## config.mk

```make
export PLATFORM = sky130hd
export DESIGN_NAME = jtcop_objdma
export DESIGN_NICKNAME = d
export VERILOG_FILES = /design/src/rtl/jtcop_pkg.sv /design/src/rtl/jtcop_objdma.sv
export SDC_FILE = /design/constraint.sdc
export NUM_CORES = 1
export LEC_CHECK = 0
export CORE_ASPECT_RATIO = 0.7
export CORE_MARGIN = 8
export CORE_UTILIZATION = 41
export DETAILED_ROUTE_END_ITERATION = 16
export GPL_ROUTABILITY_DRIVEN = 0
export PLACE_DENSITY_LB_ADDON = 0.05
export SYNTH_ARGS = -nofsm -noshare
export SYNTH_HDL_FRONTEND = slang
export SYNTH_SLANG_ARGS = --single-unit
```

## constraint.sdc

```tcl
create_clock -name clk -period 4.46 [get_ports clk]
set_input_delay 0.669 -clock clk [delete_from_list [all_inputs] [get_ports clk]]
set_output_delay 0.669 -clock clk [all_outputs]
set_load 0.005 [all_outputs]
```

## src/rtl/jtcop_pkg.sv

```systemverilog
// Shared definitions for the object-RAM to object-buffer DMA engine.
// Holds the state encoding and the default object RAM word-address width.
package jtcop_pkg;

  localparam int AW_DEF = 10;

  typedef enum logic [2:0] {
    ST_IDLE     = 3'd0,
    ST_REQ      = 3'd1,
    ST_WAIT_BUS = 3'd2,
    ST_RD       = 3'd3,
    ST_WR       = 3'd4,
    ST_REL      = 3'd5
  } state_t;

endpackage

```

## src/rtl/jtcop_objdma.sv

```systemverilog
// Frame-start object DMA: takes the 68000 bus, copies 2**AW words from object
// RAM into the object buffer at two clocks per word, then hands the bus back.
//
// state     | meaning
// ----------+------------------------------------------------------------
// IDLE      | bus owned by CPU, waiting for copy_req
// REQ       | BRn asserted, waiting for BGn
// WAIT_BUS  | granted, waiting for CPU to finish its cycle (ASn high)
// RD        | src_addr presented; RAM data arrives next clock
// WR        | src_dout written to buffer at the same word address
// REL       | BGACKn released, single-clock done pulse
module jtcop_objdma
  import jtcop_pkg::*;
#(
  parameter int AW = AW_DEF
) (
  input  logic          clk,
  input  logic          rst,
  input  logic          copy_req,
  input  logic          cpu_BGn,
  input  logic          cpu_ASn,
  output logic          cpu_BRn,
  output logic          cpu_BGACKn,
  output logic [AW-1:0] src_addr,
  input  logic [15:0]   src_dout,
  output logic [AW-1:0] buf_addr,
  output logic [15:0]   buf_din,
  output logic          buf_we,
  output logic          busy,
  output logic          done
);

  localparam logic [AW-1:0] CNT_LAST = '1;
  localparam logic [AW-1:0] CNT_ONE  = {{(AW-1){1'b0}}, 1'b1};

  state_t        state_q, state_d;
  logic [AW-1:0] cnt_q, cnt_d;
  logic          brn_q, brn_d;
  logic          bgackn_q, bgackn_d;
  logic          we_q, we_d;
  logic          done_q, done_d;
  logic          busy_q, busy_d;

  always_comb begin
    state_d = state_q;
    cnt_d   = cnt_q;
    case (state_q)
      ST_IDLE: begin
        if (copy_req) state_d = ST_REQ;
      end
      ST_REQ: begin
        if (!cpu_BGn) state_d = ST_WAIT_BUS;
      end
      ST_WAIT_BUS: begin
        // a withdrawn grant sends us back to requesting, BRn stays low
        if (cpu_BGn) begin
          state_d = ST_REQ;
        end else if (cpu_ASn) begin
          state_d = ST_RD;
          cnt_d   = '0;
        end
      end
      ST_RD: begin
        state_d = ST_WR;
      end
      ST_WR: begin
        if (cnt_q == CNT_LAST) begin
          state_d = ST_REL;
        end else begin
          cnt_d   = cnt_q + CNT_ONE;
          state_d = ST_RD;
        end
      end
      ST_REL: begin
        state_d = ST_IDLE;
      end
      default: begin
        state_d = ST_IDLE;
      end
    endcase

    // outputs are registered from the next state so they line up with it
    brn_d    = !((state_d == ST_REQ) || (state_d == ST_WAIT_BUS));
    bgackn_d = !((state_d == ST_RD) || (state_d == ST_WR));
    we_d     = (state_d == ST_WR);
    done_d   = (state_d == ST_REL);
    busy_d   = (state_d != ST_IDLE);
  end

  always_ff @(posedge clk or posedge rst) begin
    if (rst) begin
      state_q  <= ST_IDLE;
      cnt_q    <= '0;
      brn_q    <= 1'b1;
      bgackn_q <= 1'b1;
      we_q     <= 1'b0;
      done_q   <= 1'b0;
      busy_q   <= 1'b0;
    end else begin
      state_q  <= state_d;
      cnt_q    <= cnt_d;
      brn_q    <= brn_d;
      bgackn_q <= bgackn_d;
      we_q     <= we_d;
      done_q   <= done_d;
      busy_q   <= busy_d;
    end
  end

  assign cpu_BRn    = brn_q;
  assign cpu_BGACKn = bgackn_q;
  assign src_addr   = cnt_q;
  assign buf_addr   = cnt_q;
  assign buf_din    = we_q ? src_dout : 16'h0000;
  assign buf_we     = we_q;
  assign busy       = busy_q;
  assign done       = done_q;

endmodule
```

==> run summary <==
CTS Hold Bufs: 0
antenna violations before repair: 0
Syn. warnings: 0
Net Sw Power: 0.301 mW
Initial Utilization: 44.0%
Final Net Count: 195
number of global-route vias before repair: 1,004
total number of vias: 1,030
chip height: 59.3 µm
slew of the pin with the lowest slew margin: 0.975 ns
Inst Count DP: 202
root buf cell: clkbuf_8
synthesized flop and latch total: 18
sequential share of power: 38.1%
data required time at the worst endpoint: 3.79 ns
total gr overflow: 0
Fillers: 217
Leakage Power: 0.680 nW
Synth area leader: dfrtp_1
DRT antenna net count: 0
Sw Ratio: 33.8%
Chip Width: 77.9 µm
Final Cell Area: 0.00170 mm²
P_int: 0.589 mW
TritonCTS buffer count: 3
Slew HR: 34.4%
RSZ-0062 raised after global routing: no
Fin Setup TNS: 0 ns
DR WL/cell: 15.6 µm
CTS tree: yes
Worst-path clk slew: 0.07 ns
Worst Path Arrival: 1.75 ns
post-CTS setup buffers: 0
# port buffers: 61
# DRC: 0
crit path capture type: output port
pre-CTS setup slack: 2.03 ns
TritonRoute pass-1 iters: 4
GRT Overall Usage: 14.1%
outcome: complete, no violations
Mapped Nets: 143
ranking of synthesized cells by area: dfrtp_1, and2_1, buf_4
combinational power share: 46.7%
Post-DP HPWL: 2.55 mm
Worst-Skew Late Latency: 0.26 ns
Max FO, Critical Path: 1
vias per std cell: 5.00
First DRT Iteration DRCs: 26
sequential fraction of the synthesis area: 41.2%
Final Hold Viols: 0
Peak Freq: 413 MHz
ANT cells: 0
Worst Setup Path Type: input pin to output port
clock share of power: 15.2%
Mean Syn Cell Area: 9.08 µm²
synthesized instance count: 121
Period minus WS final: 2.42 ns
Tcrit/Tclk final: 54.3%
FP Rows: 15
reported max-cap violation count: 0
pwr dens: 523 mW/mm²
worst vdd ir: 0.306 mV
endpoints failing setup: 0
CTS H-tree depth: 1
Core Area: 0.00250 mm²
CTS-repair resized insts: 0
final worst slack: 2.04 ns
Pins Over Slew Limit: 0
post-route insts no fill: 206
Synth top area share: 36.4%
Area after DPL: 0.00165 mm²
Post-Route Utilization: 68.2%
num ports: 62
Clock Tree Buf Depth: 2
first-pass GRT wire length: 5.22 mm
Cell Area, Synth: 0.00110 mm²
share of cells above drive strength 1: 6.40%
Die ar.: 0.00462 mm²
WL final: 3.21 mm
library cells used by synthesis: 35
hold crit path type: flip-flop to flip-flop
Synth-to-Final Area Change: 54.9%
largest net degree at the start of global routing: 19
startpoint types: input pin
clock skew: 0.00177 ns
Sink Count: 18
-- cell type report --
cell class / count / area, µm² / share of cell area (%)
Timing Repair Buffer: 61 / 611 / 35.9
Multi-Input combinational cell: 83 / 518 / 30.4
Sequential cell: 18 / 453 / 26.6
Clock buffer: 4 / 55.1 / 3.24
Tap cell: 34 / 42.5 / 2.50
Inverter: 6 / 22.5 / 1.32
-- cells by family (layout without fill, tap and decap cells) --
kind of cell | count (synthesis) | in the layout | share of synthesized area, %
muxes | 2 | 2 | 1.82
AOI/OAI and AO/OA | 20 | 20 | 11.3
buffers and inverters | 20 | 71 | 11.6
and+or+nand+nor | 58 | 58 | 31.3
DFF | 18 | 18 | 41.2
adders and majority gates | 1 | 1 | 1.14
xor gates and xnor gates | 2 | 2 | 1.59
-- power groups by stage --
stage	clock, mW	combinational [mW]	sequential (mW)
3_5_place_dp	0	0.422	0.341
3_3_place_gp	0	0.417	0.335
2_1_floorplan	0	0.231	0.305
5_1_grt	0.143	0.458	0.360
4_1_cts	0.138	0.424	0.338
6_report	0.135	0.416	0.339
-- stage by stage --
stage | total power [mW] | hold WS [ns]
final | 0.890 | 0.600
after global routing | 0.961 | 0.636
after CTS | 0.900 | 0.597
after detailed placement | 0.762 | 0.586
after global placement | 0.752 | 0.576
after floorplan | 0.536 | 0.545
-- flip-flops by register name (all words and copies together), names as in the netlist --
register / flops
cpu_BGACKn: 1
buf_we: 1
busy: 1
buf_addr: 10
done: 1
state_q: 3
cpu_BRn: 1
-- worst paths after layout --
check / cells past startpoint / start / to / slack (ns)
max reg2reg: 5 / buf_addr[0]$_DFFE_PP0P_ / buf_addr[3]$_DFFE_PP0P_ / 2.60
min: 1 / buf_addr[5]$_DFFE_PP0P_ / buf_addr[5]$_DFFE_PP0P_ / 0.60
min reg2reg: 1 / buf_addr[5]$_DFFE_PP0P_ / buf_addr[5]$_DFFE_PP0P_ / 0.60
max in group asynchronous: 2 / rst / state_q[1]$_DFF_PP0_ / 3.22
max: 3 / src_dout[9] / buf_din[9] / 2.04
min in group asynchronous: 2 / rst / state_q[0]$_DFF_PP0_ / 0.81
-- cell usage after synthesis (all sizes together) --
cell type	n
nand2	6
nand4bb	1
or3	4
nor2	7
clkbuf	2
o31ai	4
inv	6
dfrtp	16
and2	16
or4	2
xnor2	2
nand4	2
ha	1
mux2i	2
nor4	2
nor3	5
or3b	1
buf	12
a31oi	1
and3	2
nand3	5
a211oi	1
o21ai	10
a21oi	2
nand2b	1
nor2b	2
nor3b	1
and3b	1
o211ai	2
dfstp	2
-- worst max-delay path, cell delays in order --
cell             delay (ns)
clkdlybuf4s50_1        0.45
and2_1                 0.12
clkdlybuf4s50_1        0.51
-- metal layers --
layer / up-vias / share of wire (%) / track usage (%) / routed length, µm
li1: 509 / - / - / -
met1: 463 / 52 / 18.8 / 1660
met2: 54 / 37 / 19.7 / 1190
met3: 4 / 11 / 6.67 / 340
met4: 0 / 0.44 / 3.21 / 14
met5: - / 0 / 0 / 0
-- cells in the final DEF, fill, tap and decap left out --
master and n:
dfstp_2 2, clkbuf_8 4, o21ai_1 1, and3_1 2, o31ai_1 3, dfrtp_1 16, a31oi_1 1, xnor2_1 2
or4_2 1, or4_4 1, nand4bb_1 1, mux2i_1 2, or3b_4 1, a211oi_1 1, inv_1 6, o21ai_0 9
nand4_1 2, a21oi_1 2, nand3_1 5, clkdlybuf4s50_1 61, nor2b_1 2, nor4_1 2, o31ai_2 1, nand2_1 6
and3b_1 1, nor3_1 5, nor2_1 7, and2_1 16, o211ai_1 2, ha_1 1, nand2b_1 1, or3_1 4
nor3b_2 1
No activity file was read; power rests on OpenSTA's default activity.
